==> config.mk <==
export PLATFORM = sky130hd
export DESIGN_NAME = core_ctrl_fsm_flat
export DESIGN_NICKNAME = d
export VERILOG_FILES = /design/src/rtl/core_ctrl_if.sv /design/src/rtl/core_ctrl_fsm.sv /design/src/flat_wrapper.sv
export SDC_FILE = /design/constraint.sdc
export NUM_CORES = 1
export LEC_CHECK = 0
export BUFFER_PORTS_ARGS = -buffer_cell sky130_fd_sc_hd__clkbuf_2
export CAP_MARGIN = 40
export CORE_MARGIN = 8
export CORE_UTILIZATION = 25
export CTS_CLUSTER_DIAMETER = 30
export CTS_CLUSTER_SIZE = 24
export DETAILED_ROUTE_END_ITERATION = 10
export HOLD_SLACK_MARGIN = 0.03
export PLACE_DENSITY = 0.48
export SLEW_MARGIN = 30
export SYNTH_ARGS = -nofsm -noshare
export SYNTH_HDL_FRONTEND = slang
export SYNTH_SLANG_ARGS = --single-unit
==> constraint.sdc <==
create_clock -name clk -period 6.5 [get_ports clk]
set_clock_uncertainty 0.15 [all_clocks]
set_input_delay 0 -clock clk [delete_from_list [all_inputs] [get_ports clk]]
set_output_delay 0 -clock clk [all_outputs]
set_load 0.01 [all_outputs]
==> src/rtl/core_ctrl_if.sv <==
// core_ctrl_if: handshake, parser-enable and strobe bundle between core_ctrl_fsm and the core
interface core_ctrl_if #(
    parameter int OP_BITS   = 7,
    parameter int CNT_WIDTH = 32
);
    logic                 start;
    logic                 imem_req;
    logic                 imem_ready;
    logic                 ir_load;
    logic [OP_BITS-1:0]   op;
    logic                 regw_en;
    logic                 memr_en;
    logic                 memw_en;
    logic                 br_en;
    logic                 j_en;
    logic                 br_taken;
    logic                 dmem_req;
    logic                 dmem_we;
    logic                 dmem_ready;
    logic                 pc_load;
    logic                 pc_inc;
    logic                 rf_we;
    logic                 wb_sel_mem;
    logic                 halted;
    logic                 illegal;
    logic [CNT_WIDTH-1:0] instret;

    modport master (
        input  start, imem_ready, op, regw_en, memr_en, memw_en, br_en, j_en, br_taken, dmem_ready,
        output imem_req, ir_load, dmem_req, dmem_we, pc_load, pc_inc, rf_we, wb_sel_mem, halted,
               illegal, instret
    );

    modport slave (
        output start, imem_ready, op, regw_en, memr_en, memw_en, br_en, j_en, br_taken, dmem_ready,
        input  imem_req, ir_load, dmem_req, dmem_we, pc_load, pc_inc, rf_we, wb_sel_mem, halted,
               illegal, instret
    );
endinterface

==> src/rtl/core_ctrl_fsm.sv <==
// core_ctrl_fsm: multi-cycle fetch/decode/exec/mem/writeback sequencer with trap and instret
module core_ctrl_fsm #(
    parameter int OP_BITS   = 7,
    parameter int CNT_WIDTH = 32,
    parameter int TIMEOUT   = 255
) (
    input logic         clk,
    input logic         rst_n,
    core_ctrl_if.master bus
);
    localparam int WW = (TIMEOUT > 0) ? $clog2(TIMEOUT + 1) : 1;
    localparam logic [WW-1:0] WAIT_LAST = WW'(TIMEOUT - 1);

    localparam logic [OP_BITS-1:0] OPC_LOAD     = OP_BITS'(7'b0000011);
    localparam logic [OP_BITS-1:0] OPC_MISC_MEM = OP_BITS'(7'b0001111);
    localparam logic [OP_BITS-1:0] OPC_OP_IMM   = OP_BITS'(7'b0010011);
    localparam logic [OP_BITS-1:0] OPC_AUIPC    = OP_BITS'(7'b0010111);
    localparam logic [OP_BITS-1:0] OPC_STORE    = OP_BITS'(7'b0100011);
    localparam logic [OP_BITS-1:0] OPC_OP       = OP_BITS'(7'b0110011);
    localparam logic [OP_BITS-1:0] OPC_LUI      = OP_BITS'(7'b0110111);
    localparam logic [OP_BITS-1:0] OPC_BRANCH   = OP_BITS'(7'b1100011);
    localparam logic [OP_BITS-1:0] OPC_JALR     = OP_BITS'(7'b1100111);
    localparam logic [OP_BITS-1:0] OPC_JAL      = OP_BITS'(7'b1101111);
    localparam logic [OP_BITS-1:0] OPC_SYSTEM   = OP_BITS'(7'b1110011);

    typedef enum logic [2:0] {
        S_IDLE, S_FETCH, S_DECODE, S_EXEC, S_MEM, S_WB, S_TRAP
    } state_t;

    state_t               state_q, state_d;
    logic [WW-1:0]        wait_q, wait_d;
    logic [CNT_WIDTH-1:0] instret_q, instret_d;
    logic                 illegal_q, illegal_d;
    logic                 legal_op;
    logic                 timeout;

    // next state, wait counter and strobes; every retiring cycle pulses exactly one PC strobe
    always_comb begin
        state_d        = state_q;
        wait_d         = '0;
        illegal_d      = illegal_q;
        bus.imem_req   = 1'b0;
        bus.ir_load    = 1'b0;
        bus.dmem_req   = 1'b0;
        bus.dmem_we    = 1'b0;
        bus.pc_load    = 1'b0;
        bus.pc_inc     = 1'b0;
        bus.rf_we      = 1'b0;
        bus.wb_sel_mem = 1'b0;
        bus.halted     = 1'b0;
        legal_op       = bus.op inside {OPC_LOAD, OPC_MISC_MEM, OPC_OP_IMM, OPC_AUIPC, OPC_STORE,
                                        OPC_OP, OPC_LUI, OPC_BRANCH, OPC_JALR, OPC_JAL};
        timeout        = (TIMEOUT != 0) && (wait_q == WAIT_LAST);
        case (state_q)
            S_IDLE: state_d = bus.start ? S_FETCH : S_IDLE;
            S_FETCH: begin
                bus.imem_req = 1'b1;
                if (bus.imem_ready) begin
                    bus.ir_load = 1'b1;
                    state_d     = S_DECODE;
                end else if (timeout) begin
                    state_d   = S_TRAP;
                    illegal_d = 1'b1;
                end else begin
                    wait_d = wait_q + 1'b1;
                end
            end
            S_DECODE: begin
                if (bus.op == OPC_SYSTEM) begin
                    state_d = S_TRAP;
                end else if (!legal_op) begin
                    state_d   = S_TRAP;
                    illegal_d = 1'b1;
                end else begin
                    state_d = S_EXEC;
                end
            end
            S_EXEC: begin
                if (bus.memr_en || bus.memw_en) begin
                    state_d = S_MEM;
                end else if (bus.br_en) begin
                    bus.pc_load = bus.br_taken;
                    bus.pc_inc  = ~bus.br_taken;
                    state_d     = S_FETCH;
                end else if (bus.regw_en) begin
                    state_d = S_WB;
                end else begin
                    bus.pc_inc = 1'b1;
                    state_d    = S_FETCH;
                end
            end
            S_MEM: begin
                bus.dmem_req = 1'b1;
                bus.dmem_we  = bus.memw_en;
                if (bus.dmem_ready) begin
                    bus.pc_inc = bus.memw_en;
                    state_d    = bus.memw_en ? S_FETCH : S_WB;
                end else if (timeout) begin
                    state_d   = S_TRAP;
                    illegal_d = 1'b1;
                end else begin
                    wait_d = wait_q + 1'b1;
                end
            end
            S_WB: begin
                bus.rf_we      = 1'b1;
                bus.wb_sel_mem = bus.memr_en;
                bus.pc_load    = bus.j_en;
                bus.pc_inc     = ~bus.j_en;
                state_d        = S_FETCH;
            end
            S_TRAP: bus.halted = 1'b1;
            default: state_d = S_IDLE;
        endcase
        instret_d   = instret_q + CNT_WIDTH'(bus.pc_load | bus.pc_inc);
        bus.illegal = illegal_q;
        bus.instret = instret_q;
    end

    // state, wait counter, retired count and trap cause registers
    always_ff @(posedge clk or negedge rst_n) begin
        if (!rst_n) begin
            state_q   <= S_IDLE;
            wait_q    <= '0;
            instret_q <= '0;
            illegal_q <= 1'b0;
        end else begin
            state_q   <= state_d;
            wait_q    <= wait_d;
            instret_q <= instret_d;
            illegal_q <= illegal_d;
        end
    end
endmodule

==> src/flat_wrapper.sv <==
// flat-port wrapper written by rule: the top's interface ports become plain ports
module core_ctrl_fsm_flat 
#(
    parameter int OP_BITS   = 7,
    parameter int CNT_WIDTH = 32,
    parameter int TIMEOUT   = 255
)
  (clk, rst_n, bus_start, bus_imem_ready, bus_op, bus_regw_en, bus_memr_en, bus_memw_en, bus_br_en, bus_j_en, bus_br_taken, bus_dmem_ready, bus_imem_req, bus_ir_load, bus_dmem_req, bus_dmem_we, bus_pc_load, bus_pc_inc, bus_rf_we, bus_wb_sel_mem, bus_halted, bus_illegal, bus_instret);
  core_ctrl_if #(.OP_BITS(OP_BITS), .CNT_WIDTH(CNT_WIDTH)) bus_i ();
  input logic clk;
  input logic rst_n;
  input wire logic [$bits(bus_i.start)-1:0] bus_start;
  input wire logic [$bits(bus_i.imem_ready)-1:0] bus_imem_ready;
  input wire logic [$bits(bus_i.op)-1:0] bus_op;
  input wire logic [$bits(bus_i.regw_en)-1:0] bus_regw_en;
  input wire logic [$bits(bus_i.memr_en)-1:0] bus_memr_en;
  input wire logic [$bits(bus_i.memw_en)-1:0] bus_memw_en;
  input wire logic [$bits(bus_i.br_en)-1:0] bus_br_en;
  input wire logic [$bits(bus_i.j_en)-1:0] bus_j_en;
  input wire logic [$bits(bus_i.br_taken)-1:0] bus_br_taken;
  input wire logic [$bits(bus_i.dmem_ready)-1:0] bus_dmem_ready;
  output wire logic [$bits(bus_i.imem_req)-1:0] bus_imem_req;
  output wire logic [$bits(bus_i.ir_load)-1:0] bus_ir_load;
  output wire logic [$bits(bus_i.dmem_req)-1:0] bus_dmem_req;
  output wire logic [$bits(bus_i.dmem_we)-1:0] bus_dmem_we;
  output wire logic [$bits(bus_i.pc_load)-1:0] bus_pc_load;
  output wire logic [$bits(bus_i.pc_inc)-1:0] bus_pc_inc;
  output wire logic [$bits(bus_i.rf_we)-1:0] bus_rf_we;
  output wire logic [$bits(bus_i.wb_sel_mem)-1:0] bus_wb_sel_mem;
  output wire logic [$bits(bus_i.halted)-1:0] bus_halted;
  output wire logic [$bits(bus_i.illegal)-1:0] bus_illegal;
  output wire logic [$bits(bus_i.instret)-1:0] bus_instret;
  assign bus_i.start = bus_start;
  assign bus_i.imem_ready = bus_imem_ready;
  assign bus_i.op = bus_op;
  assign bus_i.regw_en = bus_regw_en;
  assign bus_i.memr_en = bus_memr_en;
  assign bus_i.memw_en = bus_memw_en;
  assign bus_i.br_en = bus_br_en;
  assign bus_i.j_en = bus_j_en;
  assign bus_i.br_taken = bus_br_taken;
  assign bus_i.dmem_ready = bus_dmem_ready;
  assign bus_imem_req = bus_i.imem_req;
  assign bus_ir_load = bus_i.ir_load;
  assign bus_dmem_req = bus_i.dmem_req;
  assign bus_dmem_we = bus_i.dmem_we;
  assign bus_pc_load = bus_i.pc_load;
  assign bus_pc_inc = bus_i.pc_inc;
  assign bus_rf_we = bus_i.rf_we;
  assign bus_wb_sel_mem = bus_i.wb_sel_mem;
  assign bus_halted = bus_i.halted;
  assign bus_illegal = bus_i.illegal;
  assign bus_instret = bus_i.instret;
  core_ctrl_fsm #(.OP_BITS(OP_BITS), .CNT_WIDTH(CNT_WIDTH), .TIMEOUT(TIMEOUT)) u_core (.clk(clk), .rst_n(rst_n), .bus(bus_i));
endmodule
* Yosys cells after proc, flatten, opt, wreduce, memory -nomap -nowiden
Cells that the tools add are included.
** Storage, ports and cells
- Bits in registers :: 44
- Output and inout port bits :: 42
- Logic and storage cells :: 73
- Bits of input ports :: 18
** Cells by class
- Eq/ne operators :: 22
- Bitwise operators :: 3
- Reduce and logical (&&, ||, !) cells :: 5
- Multiplexer cells :: 37
- $add $sub $neg :: 2
** Operator list (count)
- $add A32 B32 Y32 :: 1
- $eq A7 B7 Y1 const B :: 4
- $mux W3 :: 9
- $mux W8 :: 3
- $eq A7 B6 Y1 const B :: 3
- $pmux W3 S7 :: 1
- $mux W1 :: 20
- $pmux W8 S2 :: 1
- $eq A7 B5 Y1 const B :: 2
- $reduce_bool A10 Y1 :: 1
- $eq A3 B3 Y1 const B :: 3
- $add A8 B1 Y8 const B :: 1
- $eq A8 B8 Y1 const B :: 1
- $ne A2 B2 Y1 const B :: 4
- $eq A7 B2 Y1 const B :: 1
- $eq A7 B4 Y1 const B :: 1
- $eq A3 B2 Y1 const B :: 2
- $pmux W1 S3 :: 2
- $reduce_and A5 Y1 :: 1
- $eq A3 B1 Y1 const B :: 1
- $logic_not A3 Y1 :: 1
- $reduce_bool A3 Y1 :: 1
- $not A1 Y1 :: 2
- $pmux W1 S2 :: 1
- 2 further kinds :: 2

* Depth between registers and ports, before layout
Gate-level depths: netlist of run 1.
- Depth in word-level cells :: 6
- Mapped depth :: 11
- Gate-level depth less buffers :: 10

* Least setup slack after synthesis of run 1
Ideal clock, no wire load.
- Kind :: register to register
- Start point :: register u_core.state_q[2]
- End point :: register u_core.instret_q[28] (netlist: u_core.bus.instret[28])
- Library setup time :: 0.126 ns
- Slack :: 3.895 ns
- Path buffers :: 1
- Required time :: 6.224 ns
- Period minus slack after synthesis :: 2.605 ns
- Stages on the path, launching flop included :: 12
- Arrival :: 2.329 ns
- Cell sequence :: dfrtp_1 -> clkbuf_2 -> or2b_4 -> a21oi_1 -> a32o_1 -> or2_2 -> ha_1 -> ha_1 -> nand3_1 -> nor3_4 -> nand4_1 -> xnor2_1
** On the way
- Cells in the longest elaborated chain, start to end :: 4
- Elaborated cells between the ends (all ways) :: 7
- Classes of those cells :: 1 x add/sub; 3 x eq/ne; 2 x mux; 1 x bitwise
** RTL lines
- from (decl) :: RTL line core_ctrl_fsm.sv:30 : state_t state_q, state_d;
- from (signal assigned) :: RTL line core_ctrl_fsm.sv:128 : state_q <= state_d;
- $eq A3 B3 Y1 or $eq A3 B2 Y1 (tied branches) :: RTL line core_ctrl_fsm.sv:54 : case (state_q)
- $pmux W1 S3 (*) :: RTL line core_ctrl_fsm.sv:54
- via bus_pc_inc :: RTL line flat_wrapper.sv:27 : output wire logic [$bits(bus_i.pc_inc)-1:0] bus_pc_inc;
- $or A1 B1 Y1 (*) :: RTL line core_ctrl_fsm.sv:115 : instret_d = instret_q + CNT_WIDTH'(bus.pc_load | bus.pc_inc);
- $add A32 B32 Y32 (*) :: RTL line core_ctrl_fsm.sv:115
- via u_core.instret_d[28] :: RTL line core_ctrl_fsm.sv:32 : logic [CNT_WIDTH-1:0] instret_q, instret_d;
- to (signal assigned) :: RTL line core_ctrl_fsm.sv:130 : instret_q <= instret_d;
- to (decl) :: RTL line core_ctrl_fsm.sv:32
Mark *: on every way through the listed nets, which the timed path passes. The rest lies on a longest branch.
A chain may end at the register's enable or synchronous reset.

* Worst setup path after layout of run 1
- Start point :: register u_core.state_q[1]
- End point :: register u_core.instret_q[31] (netlist: u_core.bus.instret[31])
** On the way
- Cells in the longest elaborated chain, start to end :: 4
- Elaborated cells between the ends (all ways) :: 7
- Classes of those cells :: 1 x add/sub; 3 x eq/ne; 2 x mux; 1 x bitwise
** RTL lines (RTL line)
- $eq A3 B3 Y1 or $eq A3 B2 Y1 (tied branches) :: core_ctrl_fsm.sv:54
- $pmux W1 S3 or $pmux W1 S2 (tied branches) :: core_ctrl_fsm.sv:54
- $or A1 B1 Y1 (*) :: core_ctrl_fsm.sv:115
- $add A32 B32 Y32 (*) :: core_ctrl_fsm.sv:115
- via u_core.instret_d[31] :: core_ctrl_fsm.sv:32
Marked as above.

==> results of run 1 <==
power by group through the flow:
stage	clock network, W	logic (W)	registers [W]
after CTS	0.000226	0.000211	0.000353
after floorplan	0	0.000126	0.000346
final	0.000215	0.000208	0.000354
after global placement	0	0.000192	0.000359
after detailed placement	0	0.000190	0.000358
after global routing	0.000237	0.000233	0.000361
cells in the final DEF, fill, tap and decap left out, types with 3 or more instances in the layout:
cell type,count
a22oi_1,3
nor3_1,5
a21oi_1,6
inv_1,5
dlygate4sd3_1,11
ha_1,4
and4_1,7
nor2_1,18
clkbuf_2,59
xor2_1,10
nand4_1,11
clkbuf_8,5
nand2_1,11
nand3_1,17
and2_1,8
xnor2_1,26
and3_1,4
dfrtp_1,44
nand2b_1,3
o21ai_0,5
synth_stat cells, drive strengths merged (3+ instances only):
cell type	count	area, sq um
xor2	10	87.6
nor2	18	67.6
buf	4	28.8
nand2	11	41.3
nand2b	3	18.8
inv	5	18.8
and2	9	57.6
a21oi	6	30.0
nand4	12	81.3
ha	4	50.1
and3	4	25.0
o21ai	6	30.0
nand3	18	103
dfrtp	44	1100
and4	7	61.3
nor3	8	61.3
xnor2	26	228
a22oi	3	22.5
logic make-up after synthesis:
group / Yosys count / synth area share [%]
simple gates: 96 / 25.0
flops: 44 / 48.9
xor+xnor: 36 / 14.0
compound gates: 24 / 6.90
buf+inv: 11 / 2.50
fa+ha+maj: 4 / 2.22
mux: 1 / 0.445
repair_timing:
action | 4_1_cts | 5_1_grt
setup endpoints to repair | 0 | 0
hold buffers | 11 | 0
endpoints found under the hold margin | 48 | 0
tightest hold or removal path, stage by stage:
cell      delay [ns]
clkbuf_2        0.09
nand2_1         0.05
a21oi_1         0.17
or2_2           0.13
ha_1            0.10
sequential cells by signal, indices dropped and copies added (netlist names):
register / count
u_core.bus.illegal: 1
u_core.bus.instret: 32
u_core.state_q: 3
u_core.wait_q: 8
stage by stage:
stage	cells	hold WS, ns
global route	397	0.130
floorplan	216	-0.446
CTS	397	0.109
detailed placement	378	-0.0128
global placement	378	-0.0171
finish	397	0.127
cell type report:
class                           count  area, sq um
Multi-Input combinational cell    161         1090
Tap cell                          108          135
Fill cell                         899         5850
Clock buffer                        5         68.8
Timing Repair Buffer               71          413
Inverter                            5         18.8
Sequential cell                    44         1100
Clock inverter                      3         46.3
final timing paths:
path / slack, ns / cells after the start / to / from
worst max register to register: 3.64 / 9 / u_core.bus.instret[31] / u_core.state_q[1]
worst min-delay path: 0.13 / 5 / u_core.bus.instret[0] / bus_j_en
max in group asynchronous: 5.64 / 3 / u_core.wait_q[2] / rst_n
worst max-delay path: 3.64 / 9 / u_core.bus.instret[31] / u_core.state_q[1]
worst min register to register: 0.33 / 1 / u_core.bus.instret[31] / u_core.bus.instret[31]
min in group asynchronous: 0.17 / 3 / u_core.bus.instret[9] / rst_n
metal layers:
layer  part of all wire [%]  vias up
met5                      0        -
met4                   0.86        0
met3                    5.4        5
met2                     41       48
met1                     52      882
li1                       -      903
==> results_dict.tcl, run 1 <==
set metrics [dict create \
    yosys_warnings 0 \
    async_flop_share_pct 100 \
    syn-cell-area_sq_um 2250 \
    p_sw_share_pct 33.1 \
    syn_nets 238 \
    fin_crit_sh_pct 44.0 \
    netlist_instances 216 \
    cts-root-buf "clkbuf_8" \
    drv_cap 0 \
    p_leak_nw 1.36 \
    dieHeight_microns 111 \
    initial_core_util_pct 25.8 \
    grt_setup_unrepaired "no" \
    clk_latency_ns 0.30 \
    nets 310 \
    wl_per_cell_microns 13.4 \
    grtUsageMet1_pct 12.1 \
    avgViaCountPerCell 4.63 \
    rows 34 \
    design_area_sq_um 2880 \
    ys_seq_area_share_pct 48.9 \
    antenna_found_initial 0 \
    synth-edff-count 0 \
    p_seq_share_pct 45.5 \
    detail-route-antenna-nets 0 \
    worst_pin_slew_ns 0.769 \
    min_path_type "primary input to flip-flop" \
    drc 0 \
    p_switching_w 0.000257 \
    postCtsSetupRepairBufs 0 \
    grt_pass1_wl_microns 9610 \
    status "complete, no violations" \
    synth_cell_types 42 \
    total_power_w 0.000777 \
    routed_wl_microns 5320 \
    arrival_ns 2.90 \
    hold_viol_final 0 \
    crit_chain "nor2b_1 > nand2_1 > a21oi_1 > or2_2 > ha_1 > nand4_1 > nor3_2 > nand4_1 > xnor2_1" \
    clock_sinks 44 \
    start_kind "flip-flop" \
    diodes 0 \
    post_synth.cell_area_avg_sq_um 10.4 \
    period_needed_ns 2.86 \
    die-width_microns 111 \
    max-vdd-ir-drop_v 0.0000918 \
    use_met3_pct 3.41 \
    cts_tree "done" \
    finalWorstSetupSlack_ns 3.64 \
    critPathTopFamily "simple AND/OR/NAND/NOR gates" \
    crit_type "flip-flop to flip-flop" \
    busiest_layer "met2" \
    slew_headroom_pct 48.4 \
    track_usage_pct 9.08 \
    report.final.setup_viol 0 \
    cp_slowest_stage_delay_ns 0.63 \
    powerDensity_nw_per_um2 270 \
    pre_cts_ws_ns 3.58 \
    cp_common_cell "nand4_1" \
    ios 60 \
    clk_pin_slew_ns 0.09 \
    cts.htree.levels 2 \
    cp-end-kind "flip-flop" \
    core-area_sq_um 8720 \
    globalRouteOverflowTotal 0 \
    grt_max_degree 45 \
    pwr-share-clk_pct 27.7 \
    placed_area_sq_um 2650 \
    max_freq_mhz 349 \
    firstDrtPassIters 4 \
    clock_path_buffers 2 \
    cts_buffers 5 \
    gr-usage-met2_pct 13.4 \
    drive_above_1_share_pct 26.3 \
    dp_hpwl_microns 3910 \
    ys_seq_elements 44 \
    synth_ff_type "dfrtp_1" \
    gp_congestion 0.804 \
    cp_max_fo 18 \
    drt_iter0_drc 53 \
    required_ns 6.54 \
    finalSetupTns_ns 0 \
    crit_slowest_cell "nor3_2" \
    power_frac_comb_pct 26.8 \
    drv_slew 0 \
    die_area_sq_um 12300 \
    p_int_w 0.000520 \
    port_buffers 59 \
    first_global_vias 1965 \
    final_core_util_pct 33.0 \
    crit_buf_inv 0 \
    cts.repair.resized 0 \
    vias 1838 \
    syn2layout_area_growth_pct 27.8 \
]
Power figures use the tool's default switching activity.
==> run 2: changes to the inputs <==
Settings changed: ABC_AREA set to 1, PLACE_DENSITY 0.48 to 0.47.
Clock period 6.5 ns to 2.89 ns, I/O delays scaled along.
==> results_dict.tcl, run 2 <==
set metrics [dict create \
    status "complete, no violations" \
    yosys_warnings 0 \
    yosysTopAreaCellShare_pct 43.2 \
    syn_nets 354 \
    final_core_util_pct 32.0 \
    cp_slowest_stage_delay_ns 0.41 \
    wl_met2_microns 3370 \
    drt_iter0_drc 85 \
    diodes 0 \
    ys_seq_area_share_pct 43.2 \
    ys_seq_elements 44 \
    rr_startpoint "u_core.state_q[2]" \
    hold_viol_final 0 \
    wl_per_cell_microns 12.8 \
    grt_max_degree 29 \
    report.final.setup_viol 0 \
    clock_path_buffers 2 \
    first_global_vias 2382 \
    clk_pin_slew_ns 0.08 \
    nets 431 \
    clock_sinks 44 \
    synth_ff_type "dfrtp_1" \
    rows 37 \
    die_area_sq_um 13700 \
    cts-root-buf "clkbuf_8" \
    p_leak_nw 1.63 \
    n_fill_cell 1140 \
    post_synth.cell_area_avg_sq_um 7.67 \
    max_freq_mhz 397 \
    drive_above_1_share_pct 22.0 \
    dr_wl_met3_microns 442 \
    top_layer_used "met4" \
    powerDensity_nw_per_um2 521 \
    cts.repair.resized 0 \
    drc 0 \
    finalSetupTns_ns 0 \
    yosysTopAreaCell "dfrtp_1" \
    grt_pass1_wl_microns 11600 \
    crit_slowest_cell "dfrtp_1" \
    syn2layout_area_growth_pct 26.7 \
    drv_slew 0 \
    mostFrequentLayoutCells "nand2_1 (93), clkbuf_2 (59), nor2_1 (45), dfrtp_1 (44), inv_1 (42)" \
    gp_congestion 0.861 \
    crit_chain "inv_1 > nand3_1 > nor3_2 > nand3_1 > o21ai_0 > or2_1 > ha_1 > ha_1 > nand3_1 > inv_1 > nand4_1 > xor2_1" \
    cts_buffers 5 \
    die-width_microns 117 \
    holdWs_ns 0.0295 \
    yosysMostFrequentCell "nand2_1" \
    firstDrtPassIters 4 \
    slew_headroom_pct 76.6 \
    start_kind "flip-flop" \
    vias 2295 \
    grt_setup_unrepaired "no" \
    routed_wl_microns 6950 \
    cp-end-kind "flip-flop" \
    arrival_ns 2.55 \
    layout_commonest_cell "nand2_1" \
    synth_common_cells "nand2_1 (93), nor2_1 (45), dfrtp_1 (44)" \
    syn-cell-area_sq_um 2550 \
    initial_core_util_pct 25.2 \
    synth_cell_types 26 \
    period_needed_ns 2.52 \
    yosys-top-cells-area "dfrtp_1 (43%), nand2_1 (14%), nor2_1 (6.6%)" \
    postCtsSetupRepairBufs 0 \
    clk_latency_ns 0.29 \
    largest_reg_flops 32 \
    worst_pin_slew_ns 0.349 \
    dieHeight_microns 117 \
    wl_met1_microns 3080 \
    crit_type "flip-flop to flip-flop" \
    ios 60 \
    synth-edff-count 0 \
    port_buffers 59 \
    fin_crit_sh_pct 87.2 \
    worstHoldStart "bus_op[4]" \
    cts_hold_buf 8 \
    required_ns 2.92 \
    cp_common_cell "nand3_1" \
    core-area_sq_um 10100 \
    drv_cap 0 \
    min_path_type "primary input to flip-flop" \
    netlist_instances 332 \
    cts.htree.levels 2 \
    max-vdd-ir-drop_v 0.000175 \
    antenna_found_initial 0 \
    async_flop_share_pct 100 \
    cp-startpoint "u_core.state_q[2]" \
    globalRouteOverflowTotal 0 \
    track_usage_pct 10.8 \
    detail-route-antenna-nets 0 \
    avgViaCountPerCell 4.21 \
    cp_max_fo 5 \
    cts_tree "done" \
    dp_hpwl_microns 5670 \
]
run 2: cell types whose count changed after synthesis, sizes merged, moves of 4 or more:
| cell | before | now |
|---|---|---|
| nor2 | 18 | 53 |
| a21oi | 6 | 2 |
| inv | 5 | 45 |
| nor3 | 8 | 13 |
| and3 | 4 | 0 |
| xnor2 | 26 | 12 |
| nand3b | 0 | 7 |
| nand2 | 11 | 96 |
| xor2 | 10 | 16 |
| and2 | 9 | 0 |
| and4 | 7 | 0 |
| buf | 4 | 0 |
run 2: final timing paths:
kind	end	slack, ns	depth (start not counted)
hold reg to reg	u_core.wait_q[0]	0.32	1
setup reg to reg	u_core.bus.instret[16]	0.37	12
setup / recovery	u_core.bus.instret[16]	0.37	12
min in group asynchronous	u_core.bus.instret[10]	0.47	3
max in group asynchronous	u_core.bus.instret[6]	1.64	4
hold / removal	u_core.state_q[2]	0.03	5
run 2: cell families after synthesis:
family                   after synthesis  share of synthesized area (%)
XOR/XNOR                              28                           9.63
buffers and inverters                 45                           6.63
AND/OR/NAND/NOR                      201                           36.0
adder cells (fa/ha/maj)                4                           1.96
flip-flops                            44                           43.2
AO/OA/AOI/OAI                         10                           2.60
run 2: power breakdown:
part	switching (W)	internal (W)	leakage (nW)
Clock	0.000204	0.000213	0.0503
Sequential	0.0000840	0.000685	0.578
Combinational	0.000289	0.000206	0.999
run 2: routing by layer:
metal,GRT usage [%],up-vias
met2,19.1,45
met3,2.77,4
met4,2.22,0
li1,-,1191
met1,12.9,1055
met5,0,-
run 2: metrics by stage:
step / cell area, sq um / setup WS (ns) / power (W) / instances
final: 3230 / 0.370 / 0.00168 / 545
after global routing: 3230 / 0.167 / 0.00181 / 545
after CTS: 3200 / 0.357 / 0.00171 / 543
after detailed placement: 3020 / 0.379 / 0.00125 / 528
after global placement: 3020 / 0.478 / 0.00125 / 528
after floorplan: 2550 / 0.523 / 0.00106 / 332
run 2: area by class of cell:
type,count,area (sq um),area share (%)
multi-input cells,243,1280,39.6
inverters,45,169,5.23
flip-flops and latches,44,1100,34.1
clock buffers,7,96.3,2.99
repair buffers,70,413,12.8
well taps,136,170,5.27
run 2: worst max-delay path, delay by kind of cell, from the launching register on:
kind	cells	cell delay, ns
buf+inv	2	0.28
simple gates	6	0.82
compound gates	1	0.10
flops	1	0.41
xor+xnor	1	0.15
fa+ha+maj	2	0.51
